[src/rtl/branch_predictor_if.sv]
// Bundles the fetch-lookup, EX-update and redirect/statistics signals of the
// branch predictor.
//   master : core side (drives fetch PC and branch resolution, consumes
//            prediction, redirect and perf counters)
//   slave  : predictor side
interface branch_predictor_if;
    logic [31:0] if_pc;
    logic        pred_hit;
    logic        pred_taken;
    logic [31:0] pred_target;
    logic        upd_valid;
    logic [31:0] upd_pc;
    logic        upd_taken;
    logic [31:0] upd_target;
    logic        upd_pred_taken;
    logic [31:0] upd_pred_target;
    logic        mispredict;
    logic [31:0] redirect_pc;
    logic [31:0] perf_branches;
    logic [31:0] perf_mispredicts;

    modport master (
        output if_pc, upd_valid, upd_pc, upd_taken, upd_target,
               upd_pred_taken, upd_pred_target,
        input  pred_hit, pred_taken, pred_target, mispredict, redirect_pc,
               perf_branches, perf_mispredicts
    );

    modport slave (
        input  if_pc, upd_valid, upd_pc, upd_taken, upd_target,
               upd_pred_taken, upd_pred_target,
        output pred_hit, pred_taken, pred_target, mispredict, redirect_pc,
               perf_branches, perf_mispredicts
    );
endinterface

[src/rtl/branch_predictor.sv]
// Fetch-stage branch predictor: direct-mapped BTB with 2-bit saturating
// counters, combinational lookup, one-cycle-latency training from EX and a
// registered mispredict/redirect pulse for the hazard unit.
// Ports:
//   clk   : rising-edge clock
//   rst_n : asynchronous active-low reset
//   bp    : branch_predictor_if.slave (lookup, update, redirect, perf)
// Optional feature: define BP_STATS_EN to instantiate the saturating
// branch / mispredict counters; otherwise the perf outputs are tied to 0.
module branch_predictor #(
    parameter int ENTRIES = 16
) (
    input  logic               clk,
    input  logic               rst_n,
    branch_predictor_if.slave  bp
);
    localparam int IDX  = $clog2(ENTRIES);
    localparam int TAGW = 30 - IDX;

    logic            valid_q  [ENTRIES];
    logic [TAGW-1:0] tag_q    [ENTRIES];
    logic [31:0]     target_q [ENTRIES];
    logic [1:0]      ctr_q    [ENTRIES];

    logic [IDX-1:0]  lk_idx;
    logic [TAGW-1:0] lk_tag;
    logic [IDX-1:0]  up_idx;
    logic [TAGW-1:0] up_tag;
    logic            up_hit;

    logic            ent_we;
    logic [1:0]      ent_ctr_d;
    logic [31:0]     ent_tgt_d;

    logic            mis_cond;
    logic            mispredict_q;
    logic [31:0]     redirect_q, redirect_d;

    // Fetch PCs are word aligned; the low bits carry no information.
    logic            unused_pc_bits;
    assign unused_pc_bits = ^bp.if_pc[1:0];

    // Lookup reads only registered state, so a same-cycle update is not seen.
    assign lk_idx = bp.if_pc[IDX+1:2];
    assign lk_tag = bp.if_pc[31:IDX+2];

    assign bp.pred_hit    = valid_q[lk_idx] && (tag_q[lk_idx] == lk_tag);
    assign bp.pred_taken  = bp.pred_hit && ctr_q[lk_idx][1];
    assign bp.pred_target = bp.pred_hit ? target_q[lk_idx] : bp.if_pc + 32'd4;

    assign up_idx = bp.upd_pc[IDX+1:2];
    assign up_tag = bp.upd_pc[31:IDX+2];
    assign up_hit = valid_q[up_idx] && (tag_q[up_idx] == up_tag);

    always_comb begin
        ent_we    = 1'b0;
        ent_ctr_d = ctr_q[up_idx];
        ent_tgt_d = target_q[up_idx];
        if (bp.upd_valid) begin
            if (up_hit) begin
                ent_we = 1'b1;
                if (bp.upd_taken) begin
                    ent_ctr_d = (ctr_q[up_idx] == 2'd3) ? 2'd3 : ctr_q[up_idx] + 2'd1;
                    ent_tgt_d = bp.upd_target;
                end else begin
                    ent_ctr_d = (ctr_q[up_idx] == 2'd0) ? 2'd0 : ctr_q[up_idx] - 2'd1;
                end
            end else if (bp.upd_taken) begin
                // Allocation evicts whatever alias lives at this index.
                ent_we    = 1'b1;
                ent_ctr_d = 2'b10;
                ent_tgt_d = bp.upd_target;
            end
        end
    end

    always_ff @(posedge clk or negedge rst_n) begin
        if (!rst_n) begin
            for (int i = 0; i < ENTRIES; i++) begin
                valid_q[i]  <= 1'b0;
                tag_q[i]    <= '0;
                target_q[i] <= '0;
                ctr_q[i]    <= 2'b01;
            end
        end else if (ent_we) begin
            valid_q[up_idx]  <= 1'b1;
            tag_q[up_idx]    <= up_tag;
            target_q[up_idx] <= ent_tgt_d;
            ctr_q[up_idx]    <= ent_ctr_d;
        end
    end

    // A correct "taken" direction still mispredicts if the target was wrong.
    assign mis_cond = bp.upd_valid &&
                      ((bp.upd_taken != bp.upd_pred_taken) ||
                       (bp.upd_taken && bp.upd_pred_taken &&
                        (bp.upd_target != bp.upd_pred_target)));

    assign redirect_d = !bp.upd_valid ? redirect_q :
                        bp.upd_taken  ? bp.upd_target : bp.upd_pc + 32'd4;

    always_ff @(posedge clk or negedge rst_n) begin
        if (!rst_n) begin
            mispredict_q <= 1'b0;
            redirect_q   <= '0;
        end else begin
            mispredict_q <= mis_cond;
            redirect_q   <= redirect_d;
        end
    end

    assign bp.mispredict  = mispredict_q;
    assign bp.redirect_pc = redirect_q;

`ifdef BP_STATS_EN
    logic [31:0] perf_br_q, perf_br_d;
    logic [31:0] perf_mis_q, perf_mis_d;

    assign perf_br_d  = (bp.upd_valid && perf_br_q != 32'hFFFF_FFFF)
                        ? perf_br_q + 32'd1 : perf_br_q;
    assign perf_mis_d = (mis_cond && perf_mis_q != 32'hFFFF_FFFF)
                        ? perf_mis_q + 32'd1 : perf_mis_q;

    always_ff @(posedge clk or negedge rst_n) begin
        if (!rst_n) begin
            perf_br_q  <= '0;
            perf_mis_q <= '0;
        end else begin
            perf_br_q  <= perf_br_d;
            perf_mis_q <= perf_mis_d;
        end
    end

    assign bp.perf_branches    = perf_br_q;
    assign bp.perf_mispredicts = perf_mis_q;
`else
    assign bp.perf_branches    = 32'd0;
    assign bp.perf_mispredicts = 32'd0;
`endif
endmodule
[src/flat_wrapper.sv]
// flat-port wrapper written by rule: the top's interface ports become plain ports
module branch_predictor_flat 
#(
    parameter int ENTRIES = 16
)
  (clk, rst_n, bp_if_pc, bp_upd_valid, bp_upd_pc, bp_upd_taken, bp_upd_target, bp_upd_pred_taken, bp_upd_pred_target, bp_pred_hit, bp_pred_taken, bp_pred_target, bp_mispredict, bp_redirect_pc, bp_perf_branches, bp_perf_mispredicts);
  branch_predictor_if bp_i ();
  input  logic clk;
  input  logic rst_n;
  input wire logic [$bits(bp_i.if_pc)-1:0] bp_if_pc;
  input wire logic [$bits(bp_i.upd_valid)-1:0] bp_upd_valid;
  input wire logic [$bits(bp_i.upd_pc)-1:0] bp_upd_pc;
  input wire logic [$bits(bp_i.upd_taken)-1:0] bp_upd_taken;
  input wire logic [$bits(bp_i.upd_target)-1:0] bp_upd_target;
  input wire logic [$bits(bp_i.upd_pred_taken)-1:0] bp_upd_pred_taken;
  input wire logic [$bits(bp_i.upd_pred_target)-1:0] bp_upd_pred_target;
  output wire logic [$bits(bp_i.pred_hit)-1:0] bp_pred_hit;
  output wire logic [$bits(bp_i.pred_taken)-1:0] bp_pred_taken;
  output wire logic [$bits(bp_i.pred_target)-1:0] bp_pred_target;
  output wire logic [$bits(bp_i.mispredict)-1:0] bp_mispredict;
  output wire logic [$bits(bp_i.redirect_pc)-1:0] bp_redirect_pc;
  output wire logic [$bits(bp_i.perf_branches)-1:0] bp_perf_branches;
  output wire logic [$bits(bp_i.perf_mispredicts)-1:0] bp_perf_mispredicts;
  assign bp_i.if_pc = bp_if_pc;
  assign bp_i.upd_valid = bp_upd_valid;
  assign bp_i.upd_pc = bp_upd_pc;
  assign bp_i.upd_taken = bp_upd_taken;
  assign bp_i.upd_target = bp_upd_target;
  assign bp_i.upd_pred_taken = bp_upd_pred_taken;
  assign bp_i.upd_pred_target = bp_upd_pred_target;
  assign bp_pred_hit = bp_i.pred_hit;
  assign bp_pred_taken = bp_i.pred_taken;
  assign bp_pred_target = bp_i.pred_target;
  assign bp_mispredict = bp_i.mispredict;
  assign bp_redirect_pc = bp_i.redirect_pc;
  assign bp_perf_branches = bp_i.perf_branches;
  assign bp_perf_mispredicts = bp_i.perf_mispredicts;
  branch_predictor #(.ENTRIES(ENTRIES)) u_core (.clk(clk), .rst_n(rst_n), .bp(bp_i));
endmodule
[config.mk]
export PLATFORM = sky130hd
export DESIGN_NAME = branch_predictor_flat
export DESIGN_NICKNAME = d
export VERILOG_FILES = /design/src/rtl/branch_predictor_if.sv /design/src/rtl/branch_predictor.sv /design/src/flat_wrapper.sv
export SDC_FILE = /design/constraint.sdc
export NUM_CORES = 2
export LEC_CHECK = 0
export ABC_AREA = 1
export ABC_CLOCK_PERIOD_IN_PS = 4950
export BUFFER_PORTS_ARGS = -buffer_cell sky130_fd_sc_hd__buf_2
export CAP_MARGIN = 0
export CELL_PAD_IN_SITES_DETAIL_PLACEMENT = 0
export CELL_PAD_IN_SITES_GLOBAL_PLACEMENT = 1
export CORE_UTILIZATION = 41
export CTS_CLUSTER_DIAMETER = 50
export DETAILED_ROUTE_END_ITERATION = 10
export GPL_ROUTABILITY_DRIVEN = 1
export PLACE_DENSITY = 0.8
export SETUP_SLACK_MARGIN = 0.1
export SLEW_MARGIN = 10
export SYNTH_ARGS = -nofsm -noshare
export SYNTH_HDL_FRONTEND = slang
export SYNTH_SLANG_ARGS = --single-unit
[constraint.sdc]
create_clock -name clk -period 4.95 [get_ports clk]
set_input_delay 1.485 -clock clk [delete_from_list [all_inputs] [get_ports clk]]
set_output_delay 1.485 -clock clk [all_outputs]
set_load 0.05 [all_outputs]
-- After elaboration in Yosys (flattened, before gate mapping)
Cells that the tools add are included.
- register bits: 1009
- bits in latches: 0
- bits in writable memories: 0
- bits in read-only memories: 0
- input bits: 133
- word-level logic and storage cells: 138
- memories: 0
- add/sub/neg operators: 4
- multiply operators: 0
- divide/modulo/power cells: 0
- magnitude comparators: 3
- eq/ne operators: 5
- shift operators: 0
- mux-type cells: 48
- bitwise logic cells: 3
- reduce and logical (&&, ||, !) cells: 9
- operators by type and width (kind ; count):
    $bwmux W512 ; 1
    $bwmux W416 ; 1
    $mux W32 ; 9
    $bmux W32 S4 ; 2
    $bmux W26 S4 ; 2
    $mux W26 ; 5
    $demux W32 S4 ; 1
    $demux W26 S4 ; 1
    $add A32 B3 Y32 const B ; 2
    $eq A26 B26 Y1 ; 2
    $bwmux W32 ; 1
    $ne A32 B32 Y1 ; 1
    $mux W2 ; 11
    $bmux W2 S4 ; 2
    $or A16 B16 Y16 ; 1
    $ge A5 B5 Y1 const B ; 2
    $not A4 Y5 ; 2
    $bmux W1 S4 ; 2
    $demux W2 S4 ; 1
    $mux W1 ; 8
    $logic_and A1 B1 Y1 ; 7
    $lt A5 B1 Y1 const B ; 1
    $demux W1 S4 ; 1
    $add A2 B1 Y2 const B ; 1
    5 further kinds ; 5

-- Longest topological paths before layout
- depth in word-level cells: 10
- gate-level depth with buffers: 25
- depth with buffers taken out: 21

-- Worst setup path after synthesis
No wires, ideal clock.
- path kind: input -> output
- from: input port bp_if_pc[3]
- to: output port bp_pred_target[10]
- arrival: 4248 ps
- data required time: 3465 ps
- path slack: -783 ps
- stages on the path: 13
- cells stage by stage: buf_2 -> inv_2 -> clkbuf_1 -> clkbuf_1 -> o21ai_0 -> o21ai_0 -> a21oi_1 -> nand4_1 -> nor2_1 -> nand3b_1 -> nor2_1 -> clkbuf_1 -> o21ai_0
- cells in the longest elaborated chain, start to end: 7
- elaborated cells on any way between the ends: 14
- classes of those cells: 1 x add/sub; 1 x eq/ne; 10 x mux; 1 x bitwise; 1 x reduce/logical
- ends and longest elaborated chain (element ; RTL line ; text):
    start, declared ; flat_wrapper.sv:10 ; input wire logic [$bits(bp_i.if_pc)-1:0] bp_if_pc;
    $not A4 Y5 (implied by the code) ; branch_predictor.sv:47, branch_predictor.sv:49 ;
    $bmux W26 S4 ; branch_predictor.sv:47 ; assign bp.pred_hit = valid_q[lk_idx] && (tag_q[lk_idx] == lk_tag);
    $mux W26 (implied by the code) (2 in series) ; branch_predictor.sv:47 ;
    $eq A26 B26 Y1 ; branch_predictor.sv:47 ;
    $logic_and A1 B1 Y1 ; branch_predictor.sv:47 ;
    $mux W32 * ; branch_predictor.sv:49 ; assign bp.pred_target = bp.pred_hit ? target_q[lk_idx] : bp.if_pc + 32'd4;
    end, declared ; flat_wrapper.sv:19 ; output wire logic [$bits(bp_i.pred_target)-1:0] bp_pred_target;
Every way passes the cells marked *; elsewhere a longest branch is shown, timed or not. The select of a mux whose other input is x is not followed.

-- Worst setup path in the final report
- from: input port bp_if_pc[2]
- to: output port bp_pred_target[4]
The elaborated chain is that of the path after synthesis.

==> summary.txt <==
Synth
  – Mapped Cells: 8260
  – Post-Syn Area: 57800 um^2
  – Asr flop ratio synth: 100%
  – Yosys cell types: 48
  – Primary FF master, synth: dfrtp_1
  – Register area share after synthesis: 43.7%
  – Number of synthesized flops with an enable pin: 0
  – Ys Warns: 0
  – Seq cells post-synth: 1009
  – Mean Syn Cell Area: 7.00 um^2

Layout
  – Area Overhead vs Synth: 23.1%
  – Nets@finish: 8602
  – Most common cell after layout, fill and taps aside: nand2_1
  – Post-Layout Cell Count: 10500
  – Layout cell share with drive strength beyond 1: 14.5%
  – Most frequent cells in the layout: nand2_1 (2186), o21ai_0 (1257), dfrtp_1 (993)

STA
  – Rel. slew slack: 16.0%
  – Count of final setup violators: 34
  – Max-slew violations: 0
  – Final clock skew: 31.3 ps
  – Max Freq: 181 MHz
  – Setup_tns: -17450 ps
  – RSZ-0062 raised after global routing: true
  – Least-Margin Pin Slew: 1260 ps
  – Final Worst Setup Slack: -580 ps
  – Final hold vios: 0
  – Fin crit share: 112%
  – Tmin final: 5530 ps

Global routing
  – Largest net degree at the start of global routing: 120
  – Total global-route track usage: 34.2%
  – Global route overflow: 0
  – Initial antenna violation count: 2
  – Global-route wire length before repair: 366000 um
  – Vias in the first global route: 56300

Drt
  – Routed len/inst: 23.6 um
  – DRT Pass-1 Iters: 8
  – First DRT Iteration DRCs: 7126
  – Routed vias/inst: 5.70
  – Antenna viol nets, final: 0
  – Via Count: 59600
  – Residual DRC: 0
  – Routed WL: 247000 um

Clocking
  – CTS Root Cell: clkbuf_16
  – TritonCTS buffer count: 141
  – H-Tree Level Count: 4
  – Clock Sinks: 1009
  – Clk_lat worst skew: 790 ps
  – Maximum root-to-sink buffer count: 3
  – CTS tree: built
  – Worst-path clk slew: 60 ps

Setup path
  – Arrival time at the worst endpoint: 4040 ps
  – Critical path class: primary input to output pin
  – Critical Path Sink Type: output pin
  – Worst setup SP type: primary input
  – WP data required: 3460 ps
  – CP Max Fanout: 7

Placement
  – Setup slack at placement: -780 ps
  – Dpl cells: 10100
  – Placer Congestion: 0.955
  – PortBufs: 199
  – DP HPWL: 159000 um

Die
  – Floorplan row count: 137
  – Ports: 264
  – Core area: 140000 um^2
  – Initial core utilization: 41.4%
  – Chip Width: 378 um
  – Die ar.: 143000 um^2
  – Die height: 378 um

Pwr
  – Worst VDD drop: 0.372 mV
  – Leak pwr: 33.4 nW
  – PD cells: 382 nW/um^2

Run status
  – Failing checks: setup timing
  – Outcome: finished with violations

Hold path
  – Hold Crit Class: register to register

Run
  – Max Cap Viol: 0
==> flip-flops by register name, indices dropped and copies added (netlist names) <==
| signal | count |
|---|---|
| u_core.bp.mispredict | 1 |
| u_core.target_q | 512 |
| u_core.tag_q | 416 |
| u_core.bp.redirect_pc | 32 |
| u_core.valid_q | 16 |
| u_core.ctr_q | 32 |
==> critical path, stage by stage <==
cell and delay [ps]:
buf_16 160, clkinv_16 110, buf_16 180, clkbuf_16 170
o21ai_0 170, nand3_1 120, nand3_2 110, nand2_1 70
nand2_2 80, nand4_1 130, nor2_2 180, nand3b_1 180
nor2_4 160, buf_12 160, buf_12 140, buf_12 120
nand2_4 50, o21ai_4 70, buf_12 150
==> report_power, final <==
group	internal, mW	switching, mW
combinational	2.08	3.69
clock	6.56	4.10
sequential	9.72	1.04
total	18.4	8.83
==> metal layers <==
layer | track usage (%) | share of wire (%) | wire [um] | up-vias
li1 | - | - | - | 27500
met1 | 42.8 | 39 | 96900 | 28700
met2 | 53.7 | 45 | 112000 | 2814
met3 | 5.85 | 8.1 | 19900 | 646
met4 | 23.7 | 7.6 | 18800 | 2
met5 | 0.172 | 0.0053 | 13 | -
==> timing repair <==
item | CTS | global route
gates resized for setup | 239 | 156
hold buffers | 0 | 0
buffers inserted | 21 | 19
gates cloned | 16 | 6
pin swaps | 39 | 46
setup endpoints to repair | 34 | 34
==> cells in the mapped netlist (34+ instances only) <==
cell type | number | share of area (%)
a21oi_1 | 407 | 3.5
buf_1 | 38 | 0.25
buf_2 | 237 | 2.1
buf_4 | 76 | 0.99
clkbuf_1 | 380 | 2.5
dfrtp_1 | 993 | 43
inv_1 | 515 | 3.3
nand2_1 | 2289 | 15
nand3_1 | 311 | 2.7
nor2_1 | 646 | 4.2
o211ai_1 | 113 | 1.5
o21ai_0 | 1347 | 12
o21ai_1 | 617 | 5.3
o22ai_1 | 64 | 0.69
xor2_1 | 34 | 0.51
==> path summary, 6_finish.rpt <==
kind / start / end / slack, ps / cells after the start
worst max-delay path: bp_if_pc[2] / bp_pred_target[4] / -580 / 19
worst min-delay path: u_core.valid_q[3]$_DFFE_PN0P_ / u_core.valid_q[3]$_DFFE_PN0P_ / 460 / 2
worst max register to register: u_core.tag_q[142]$_DFFE_PN0P_ / u_core.target_q[277]$_DFFE_PN0P_ / 1480 / 20
worst min register to register: u_core.valid_q[3]$_DFFE_PN0P_ / u_core.valid_q[3]$_DFFE_PN0P_ / 460 / 2
max in group asynchronous: rst_n / u_core.ctr_q[2]$_DFFE_PN1P_ / 2980 / 3
min in group asynchronous: rst_n / u_core.tag_q[165]$_DFFE_PN0P_ / 730 / 1
==> cell families (layout without fill, tap and decap cells) <==
family                   after synthesis  count (layout)  share of synthesized area, %
AO/OA/AOI/OAI                       2596            2596                          23.4
XOR/XNOR                              61              61                         0.924
adder cells (fa/ha/maj)                7               7                         0.147
buffers and inverters               1269            1522                          9.33
flip-flops                          1009            1009                          43.7
other                                  1              65                       0.00648
AND/OR/NAND/NOR                     3317            3317                          22.5
==> area by class of cell <==
cell class,count,area [um^2]
timing repair inverter,1,16.3
clock inverter,63,813
multi-input combinational,6045,28700
tap,1876,2350
inverter,532,2090
clock buffer,193,4090
antenna,1,2.50
sequential,1009,25300
timing repair buffer,733,7810
fill,13600,68500
==> per-stage QoR <==
step | utilization, % | power, mW | hold WS (ps) | area, um^2
final | 51.0 | 27.2 | 465 | 71200
after global routing | 51.0 | 28.5 | 485 | 71200
after CTS | 50.3 | 27.1 | 466 | 70300
after detailed placement | 45.8 | 16.3 | 452 | 64000
after global placement | 45.8 | 16.1 | 450 | 64000
after floorplan | - | 14.2 | 431 | 58800
No activity file was read; power rests on OpenSTA's default activity.
